## src/rtl/avalon_s_dma.sv

```systemverilog
// Single-channel Avalon-MM block copy host: alternating single-word read/write
// with one-word buffering, waitrequest handshaking and abort at access boundaries.
module avalon_s_dma #(
   parameter int DW = 32,
   parameter int AW = 32,
   parameter int LW = 16
) (
   input  logic              clk,
   input  logic              rst,
   input  logic              start,
   input  logic              abort,
   input  logic [AW-1:0]     src_addr,
   input  logic [AW-1:0]     dst_addr,
   input  logic [LW-1:0]     length,
   output logic              busy,
   output logic              done,
   output logic              aborted,
   output logic              host_avn_read,
   output logic              host_avn_write,
   output logic [AW-1:0]     host_avn_address,
   output logic [DW/8-1:0]   host_avn_byte_enable,
   output logic [DW-1:0]     host_avn_writedata,
   input  logic [DW-1:0]     host_avn_readdata,
   input  logic              host_avn_waitrequest
);

   typedef enum logic [1:0] {
      S_IDLE,
      S_READ,
      S_WRITE,
      S_DONE
   } state_t;

   localparam logic [AW-1:0] STEP = AW'(DW / 8);

   state_t        state_q, state_d;
   logic [AW-1:0] src_q, src_d;
   logic [AW-1:0] dst_q, dst_d;
   logic [LW-1:0] rem_q, rem_d;
   logic [DW-1:0] buf_q, buf_d;
   logic          abt_q, abt_d;

   // NOTE: every register, including the data buffer, is cleared by reset so
   // that the bus outputs are defined zeros from the first cycle after reset.
   always_ff @(posedge clk) begin
      if (rst) begin
         state_q <= S_IDLE;
         src_q   <= '0;
         dst_q   <= '0;
         rem_q   <= '0;
         buf_q   <= '0;
         abt_q   <= 1'b0;
      end else begin
         // NOTE: non-blocking assignments so all registers update from the same pre-edge values.
         state_q <= state_d;
         src_q   <= src_d;
         dst_q   <= dst_d;
         rem_q   <= rem_d;
         buf_q   <= buf_d;
         abt_q   <= abt_d;
      end
   end

   always_comb begin
      // NOTE: hold-by-default assignments first, so no path leaves a latch behind.
      state_d = state_q;
      src_d   = src_q;
      dst_d   = dst_q;
      rem_d   = rem_q;
      buf_d   = buf_q;
      abt_d   = abt_q;
      unique case (state_q)
         S_IDLE: begin
            if (start) begin
               src_d   = src_addr;
               dst_d   = dst_addr;
               rem_d   = length;
               abt_d   = 1'b0;
               state_d = (length == '0) ? S_DONE : S_READ;
            end
         end
         S_READ: begin
            if (!host_avn_waitrequest) begin
               buf_d = host_avn_readdata;
               if (abort) begin
                  abt_d   = 1'b1;
                  state_d = S_DONE;
               end else begin
                  state_d = S_WRITE;
               end
            end
         end
         S_WRITE: begin
            if (!host_avn_waitrequest) begin
               src_d = src_q + STEP;
               dst_d = dst_q + STEP;
               rem_d = rem_q - LW'(1);
               abt_d = abort;
               state_d = (rem_q == LW'(1) || abort) ? S_DONE : S_READ;
            end
         end
         S_DONE: begin
            abt_d   = 1'b0;
            state_d = S_IDLE;
         end
         default: state_d = S_IDLE;
      endcase
   end

   // Bus and status outputs decode registered state only; nothing from inputs leaks through.
   assign busy                 = (state_q != S_IDLE);
   assign done                 = (state_q == S_DONE);
   assign aborted              = (state_q == S_DONE) && abt_q;
   assign host_avn_read        = (state_q == S_READ);
   assign host_avn_write       = (state_q == S_WRITE);
   assign host_avn_address     = (state_q == S_READ)  ? src_q :
                                 (state_q == S_WRITE) ? dst_q : '0;
   assign host_avn_byte_enable = (state_q == S_READ || state_q == S_WRITE) ? '1 : '0;
   assign host_avn_writedata   = (state_q == S_WRITE) ? buf_q : '0;

endmodule

```

## config.mk

```make
export PLATFORM = sky130hd
export DESIGN_NAME = avalon_s_dma
export DESIGN_NICKNAME = d
export VERILOG_FILES = /design/src/rtl/avalon_s_dma.sv
export SDC_FILE = /design/constraint.sdc
export NUM_CORES = 1
export LEC_CHECK = 0
export ABC_AREA = 1
export BUFFER_PORTS_ARGS = -buffer_cell sky130_fd_sc_hd__clkbuf_2
export CORE_MARGIN = 3
export CORE_UTILIZATION = 50
export CTS_CLUSTER_SIZE = 8
export DETAILED_ROUTE_END_ITERATION = 8
export PLACE_DENSITY = 0.8
export RECOVER_POWER = 100
export SLEW_MARGIN = 20
export SYNTH_ARGS = -nofsm -noshare
export SYNTH_HDL_FRONTEND = slang
export SYNTH_SLANG_ARGS = --single-unit
```

## constraint.sdc

```tcl
create_clock -name clk -period 2.15 [get_ports clk]
set_input_delay 0 -clock clk [delete_from_list [all_inputs] [get_ports clk]]
set_output_delay 0 -clock clk [all_outputs]
set_load 0.01 [all_outputs]
```

# [Word level (Yosys, flattened, before mapping)]
# Cells that the tools add are included.
# Widths: inputs -> output; s select.
[word_totals] out_inout_bits=73 in_bits=117 elab_cells=54 reg_bits=115
[classes] reduce_logical=11 mux=25 add_sub_neg=3 eq_ne=8 bitwise=1
[ops] cell="$mux 32" n=7
[ops] cell="$pmux 32 s2" n=2
[ops] cell="$add 32x3->32 const B" n=2
[ops] cell="$mux 16" n=2
[ops] cell="$pmux 16 s2" n=1
[ops] cell="$eq 16x1->1 const B" n=1
[ops] cell="$logic_not 16->1" n=1
[ops] cell="$sub 16x1->16 const B" n=1
[ops] cell="$mux 2" n=5
[ops] cell="$ne 2x2->1 const B" n=4
[ops] cell="$pmux 2 s4" n=1
[ops] cell="$reduce_and 3->1" n=2
[ops] cell="$mux 1" n=5
[ops] cell="$eq 2x2->1 const B" n=2
[ops] cell="$mux 4" n=1
[ops] cell="$pmux 1 s4" n=1
[ops] cell="$reduce_and 4->1" n=1
[ops] cell="$reduce_bool 2->1" n=2
[ops] cell="$eq 2x1->1 const B" n=1
[ops] cell="$logic_not 2->1" n=1
[ops] cell="$logic_or 1x1->1" n=2
[ops] cell="$reduce_and 2->1" n=1
[ops] cell="$logic_and 1x1->1" n=1
[ops] cell="$not 1->1" n=1

# [Longest topological paths before layout]
# Gate-level depths: netlist of the first run.
[depth] depth_word=5 ltp_mapped=12 depth_no_buf=11

# [Least setup slack after synthesis of the first run]
# OpenSTA, ideal clock, no wires.
[synth_path] path_kind="register to register" from="register state_q[0]" to="register dst_q[9]" period_less_slack_ns=1.803 path_slack_ns=0.347 arrival_time_ns=1.688 stages_incl_launch_ff=13 required_time_ns=2.035 path_buffers=2 setup_time_ns=0.115 cell_sequence="dfxtp_1 -> inv_1 -> ha_1 -> buf_4 -> nand2_2 -> inv_2 -> nor2_4 -> o21ai_4 -> inv_4 -> buf_2 -> nand3_1 -> o21ai_0 -> inv_1"
[synth_via] elab_chain_len=3 elab_cells_between_ends=7 cone_classes="eq/ne (3); mux (1); reduce/logical (3)"
[synth_rtl] item="start: declaration" line_no="36" source="state_t state_q, state_d;"
[synth_rtl] item="start signal: assignment" line_no="55" source="state_q <= state_d;"
[synth_rtl] item="$eq 2x2->1 *"
[synth_rtl] item="named net host_avn_write" line_no="19" source="output logic host_avn_write,"
[synth_rtl] item="$ne 2x2->1 (no line) / $reduce_bool 2->1 (equally long branches)"
[synth_rtl] item="$reduce_and 3->1 (no line)"
[synth_rtl] item="end signal: assignment" line_no="57" source="dst_q <= dst_d;"
[synth_rtl] item="end: declaration" line_no="38" source="logic [AW-1:0] dst_q, dst_d;"
# The timed path passes the listed nets; every way through them passes the cells marked *.
# A chain may end at the register's enable or synchronous reset.

# [Worst setup path after layout of the first run]
[layout_path] from="input port length[11]" to="register state_q[1]"
[layout_via] elab_chain_len=4
[layout_rtl] item="start: declaration" line_no="14" source="input logic [LW-1:0] length,"
[layout_rtl] item="$logic_not 16->1" line_no="79" source="state_d = (length == '0) ? S_DONE : S_READ;"
[layout_rtl] item="$mux 2" line_no="79"
[layout_rtl] item="$mux 2" line_no="74" source="if (start) begin"
[layout_rtl] item="$pmux 2 s4" line_no="72" source="unique case (state_q)"
# Every way passes these cells. The select of a mux whose other input is x is not followed.

==> impl_results.md, run 1 <==
* Synth top area share at 0.302
* I/O pin total at 190
* Tightest Hold Check Type: in2reg
* Initial DRT Pass Iterations at 5
* Max Cap Viol at 0
* Via count at around 9600
* R2R Path End: src_q[3]
* Core footprint at between 10000 and 15000 sq um
* Residual DRC count at 0
* Clock Sinks at about 120
* TritonCTS buffer count at 17
* Clock latency on the worst-skew pair at between 0.4 and 0.5 ns
* Remaining global-route overflow at 0
* Crit Path Max Fanout at 2
* Peak VDD IR at 1.05 mV
* GR Util All Layers at 0.313
* Routability cong. at between 0.9 and 1
* Final core occ at 0.701
* Die Y at 130 um
* Flops & latches, synth at 115
* Final setup fails at 0
* CTS tree: done
* Reg2Reg Depth at 10
* Post-DP Area at just under 9000 sq um
* Area contributors post-synth: dfxtp_1, nand2_1, nor2_1, o21ai_0, nand3_1
* Worst setup EP type: flop
* Initial Util at 0.517
* Commonest non-fill, non-tap cell in the layout: nand2_1
* Yosys warns at 0
* Drt initial violations at about 910
* Hold Vio Cnt, Final at 0
* Rows at between 40 and 50
* Final wirelength at approximately 27000 um
* Least-Margin Pin Slew at around 0.55 ns
* Sum of negative setup slack at 0 ns
* Grt met1 use at 0.401
* Max Freq at 482 MHz
* CTS clk-pin slew, worst paths at roughly 0.060 ns
* Postcts setup bufs at 0
* Cells after Synth at approximately 1300
* Cell area after synthesis at 7630 sq um
* Avg WL per Cell at about 15 um
* Period utilization at 0.964
* WP data arrival at between 2 and 2.5 ns
* Layer with the highest usage: met2
* Tot Pwr at between 10 and 15 mW
* Final Critical Period at about 2.1 ns
* Nets at between 1500 and 2000
* Outcome: finished clean
* Clock buffer depth at 2
* Synth cell types at 42
* Worst r2r src: state_q[0]
* Post-Syn Nets at between 1000 and 1500
* Worst hold slack at 0.000389 ns
* Vias in the first global route at 9172
* R2R Setup Slk at 0.17 ns
* Worst Hold End: src_q[7]
* Final Cell Area at between 10000 and 15000 sq um
* Leak Pwr at between 4 and 5 nW
* Most frequent cells in the layout: nand2_1, nor2_1, o21ai_0
* Worst hold path cell count at 5
* Layout area overhead at 35.6%
* H-Tree Depth at 4
* Diodes inserted at 0
* Root Buffer: clkbuf_16
* Dpl hpwl at roughly 18000 um
* Post-synth EDFFs at 0
* Fraction of layout cells with a size suffix above 1 at 0.134
* Worst setup SP type: input pin
* Fin. max-slew vios at 0
* Crit path from: length[11]
* Initial antenna violation count at 0
* Met2 Usage GRT at 0.519
* DR vias/cell at 5.45
* Async SR Flop Fraction at 0
* Critical path class: in2reg
* Die area at between 15000 and 20000 sq um
* ANT nets after route at 0
* WP data required at around 2.5 ns
* Chip width at roughly 130 um
* I/O Buffers at between 150 and 200
* First-pass GRT wire length at 43000 um
* Primary FF master, synth: dfxtp_1
* Max Clock Skew at 0.00749 ns
* Power Density at 1320 nW/um^2
* HP Start: src_addr[7]
* Syn_area_per_cell at slightly below 6 sq um
* Largest net degree at the start of global routing at 70
* Seq/Total Area, Yosys at 0.302
* Relative max-transition margin at 0.633
* Grt met3 use at 0.0775
* Yosys top cell by area: dfxtp_1
==> critical path: stages <==
cell	delay [ns]
dlygate4sd3_1	0.53
clkbuf_2	0.12
nor4_1	0.33
dlygate4sd3_1	0.62
nand3_1	0.08
dlygate4sd3_1	0.57
a31oi_1	0.16
==> layer usage <==
metal	part of all wire	vias up
li1	-	4716
met1	0.43	4383
met2	0.47	459
met3	0.085	51
met4	0.023	0
met5	0	-
==> timing repair <==
item,in CTS,in global routing
gates resized for setup,3,13
hold endpoints to repair,104,0
endpoints found under the setup margin,37,52
hold buffers,104,0
gates cloned,0,0
==> how the worst max path moves through the flow <==
stage / to / slack (ns) / cells past startpoint
3_3_place_gp: dst_q[20] / 0.26 / 11
2_1_floorplan: dst_q[9] / 0.35 / 12
5_1_grt: src_q[18] / -0.01 / 10
4_1_cts: host_avn_address[2] / -0.003 / 6
3_5_place_dp: dst_q[22] / 0.18 / 11
6_report: state_q[1] / 0.08 / 7
==> metrics by stage <==
stage	instances	setup slack, ns
floorplan	1306	0.347
global placement	1628	0.262
detailed placement	1628	0.185
CTS	1764	-0.00315
global route	1764	-0.00989
finish	1764	0.0771
==> cells by family after synthesis <==
logic type                 synth area share
xor gates and xnor gates            0.00459
AOI/OAI and AO/OA                     0.171
and+or+nand+nor                       0.405
buffers and inverters                 0.103
adders and majority gates            0.0148
DFF                                   0.302
==> sequential cells by signal, summed over array words and instances (netlist names) <==
register,cells
buf_q,32
dst_q,32
src_q,32
rem_q,16
state_q,2
abt_q,1
==> power by group <==
part           switching [mW]  internal, mW
combinational            4.23          2.31
sequential              0.995          2.99
clock                    1.06          2.08
total                    6.28          7.38
==> synth_stat cells (6+ instances only) <==
| library cell | number |
|---|---|
| nor2_1 | 235 |
| nand2_1 | 370 |
| nor3_1 | 8 |
| buf_4 | 6 |
| dfxtp_1 | 115 |
| o211ai_1 | 6 |
| nor2_2 | 8 |
| or2_2 | 6 |
| inv_1 | 114 |
| nand3_1 | 88 |
| ha_1 | 9 |
| buf_2 | 27 |
| clkbuf_1 | 29 |
| nand4_1 | 18 |
| buf_1 | 7 |
| a31oi_1 | 10 |
| o21ai_0 | 130 |
| a21oi_1 | 72 |
==> area by class of cell <==
cell class              instances  area [sq um]
clock buffers                  19           443
clock inverters                13           208
fillers                      1294          4410
inverters                     116           440
multi-input cells            1003          4560
flip-flops and latches        115          2300
well taps                     184           230
repair buffers                314          2160
Note: power is estimated with default switching activity, not from simulation.
==> run 2, diff against run 1 <==
clock period = 2.6 ns   (was 2.15 ns; I/O delays follow)
==> run 2 against run 1 <==
  * Register-to-register slack better by 0.12 ns
  * Core utilization shrank 1.0 points
  * Non-clock buffer count shrank 3
  * Flip-flop and latch count unchanged
  * Sequential power shrank 17%
  * Via count fell by 0.35%
  * Combinational power is 21% lower
  * Wire length decreased by 1.1%
  * Sequential share of layout area is 0.33 points higher
  * Largest power group unchanged
==> impl_results.md, run 2 (synthesis gave the netlist of run 1 again) <==
* First-pass GRT wire length at ~43000 um
* Tightest Hold Check Type: in2reg
* Filler cells at between 1000 and 1500
* Relative max-transition margin at 0.523
* Reg area at around 2300 sq um
* Area of the multi-input gates at between 4000 and 5000 sq um
* Post-DP Area at around 8600 sq um
* I/O Buffers at 189
* Postcts setup bufs at 0
* Power Density at roughly 1100 nW/um^2
* Vias in the first global route at roughly 9000
* Die Y at roughly 130 um
* Avg WL per Cell at roughly 15 um
* Fin. max-slew vios at 0
* Post-CTS sizing at 0
* Drt initial violations at about 860
* Max Cap Viol at 0
* Non-Filler Instances at 1761
* Final Critical Period at roughly 2.3 ns
* Die area at 16800 sq um
* Leak Pwr at approximately 4.6 nW
* Critical path buffer and inverter count at 4
* RSZ-0062 raised after global routing: false
* DR vias/cell at 5.44
* R2R Setup Slk at between 0.2 and 0.3 ns
* Clock buffer depth at 2
* Grt met3 use at 0.0668
* Peak per-stage delay on the critical path at 0.51 ns
* Sum of negative setup slack at 0 ns
* Core footprint at ~15000 sq um
* Clock latency on the worst-skew pair at 0.42 ns
* Rows at 44
* Layer with the highest usage: met2
* Nets at roughly 1700
* Seq pwr share at 0.305
* Initial antenna violation count at 0
* Residual DRC count at 0
* Largest net degree at the start of global routing at between 100 and 150
* Biggest regs: buf_q (32), dst_q (32), src_q (32)
* I/O pin total at between 150 and 200
* Dpl hpwl at about 17000 um
* Grt met1 use at 0.406
* CTS tree: done
* WP data required at 2.88 ns
* Final setup fails at 0
* Hold Vio Cnt, Final at 0
* Placed insts at 1623
* Commonest non-fill, non-tap cell in the layout: nand2_1
* Critical path class: reg2reg
* Clk pwr share at 0.221
* Tot Pwr at between 10 and 15 mW
* Max Clock Skew at roughly 0.0085 ns
* Met2 Usage GRT at 0.517
* Gate power share at 0.474
* H-Tree Depth at 4
* Remaining global-route overflow at 0
* Crit Path Max Fanout at 38
* Chip width at roughly 130 um
* Via count at between 9000 and 10000
* Initial DRT Pass Iterations at 5
* Crit-path slowest cell: inv_2
* TritonCTS buffer count at 17
* Worst setup SP type: flop
* Root Buffer: clkbuf_16
* P_int at between 5 and 6 mW
* Most frequent cells in the layout: nand2_1, nor2_1, o21ai_0
* Outcome: finished clean
* Fraction of layout cells with a size suffix above 1 at 0.124
* Period utilization at 0.887
* Initial Util at 0.517
* Least-Margin Pin Slew at about 0.72 ns
* Sw Share at 0.479
* Diodes inserted at 0
* Most frequent CP cell: inv_1
* Max Freq at 434 MHz
* Worst setup EP type: flop
* Layout area overhead at 33.6%
* Peak VDD IR at 0.924 mV
* ANT nets after route at 0
* Final Cell Area at a little over 10000 sq um
* Clock Sinks at around 120
* WP data arrival at approximately 2.6 ns
* Critical path, cell by cell: inv_1 -> ha_1 -> inv_1 -> nor2_1 -> nor2_4 -> o21ai_4 -> inv_2 -> buf_12 -> o21ai_0 -> nand2_1 -> a21oi_1
* Routability cong. at roughly 0.97
* CTS clk-pin slew, worst paths at ~0.060 ns
* GR Util All Layers at 0.314
* Crit path max-delay family: buffers and inverters
* NetSw at 5.21 mW
* Final wirelength at between 20000 and 30000 um
-- run 2: stage by stage --
stage	worst slack, ns	utilization	hold WS [ns]
3_5_place_dp	0.501	0.586	0.229
6_report	0.294	0.691	0.0202
2_1_floorplan	0.797	-	0.135
5_1_grt	0.103	0.691	0.0351
3_3_place_gp	0.598	0.586	0.222
4_1_cts	0.344	0.698	0.00410
-- run 2: power groups by stage --
stage | combinational [mW] | sequential [mW] | clock, mW
final | 5.16 | 3.32 | 2.40
after global routing | 5.79 | 3.41 | 2.50
after CTS | 5.15 | 3.27 | 2.42
after detailed placement | 4.99 | 3.30 | 0
after global placement | 4.87 | 3.28 | 0
after floorplan | 3.87 | 3.03 | 0
-- run 2: worst register-to-register path: stages, from the launching register on --
cell and delay, ns:
dfxtp_1 0.39, inv_1 0.13, ha_1 0.26, inv_1 0.08, nor2_1 0.07, nor2_4 0.14
o21ai_4 0.08, inv_2 0.51, buf_12 0.27, o21ai_0 0.11, nand2_1 0.07, a21oi_1 0.06
-- run 2: area by class of cell --
cell class | count | share of cell area
inverter | 116 | 0.0427
multi-input combinational | 1003 | 0.446
clock buffer | 17 | 0.0417
tap | 184 | 0.0226
sequential | 115 | 0.226
timing repair buffer | 311 | 0.204
clock inverter | 15 | 0.0169
-- run 2: layer usage --
layer  wire [um]  share of wire
met5           0              0
met4         656          0.025
met3        2310          0.088
met2       12400           0.47
met1       11000           0.42
-- run 2: worst paths after layout --
check | from | cells past startpoint | end
setup / recovery | state_q[0] | 11 | rem_q[5]
hold / removal | src_addr[5] | 5 | src_q[5]
setup reg to reg | state_q[0] | 11 | rem_q[5]
hold reg to reg | src_q[0] | 2 | src_q[0]
-- run 2: what timing repair did --
action | 4_1_cts | 5_1_grt
endpoints found under the hold margin | 106 | 0
endpoints found under the setup margin | 0 | 0
hold buffers | 106 | 0
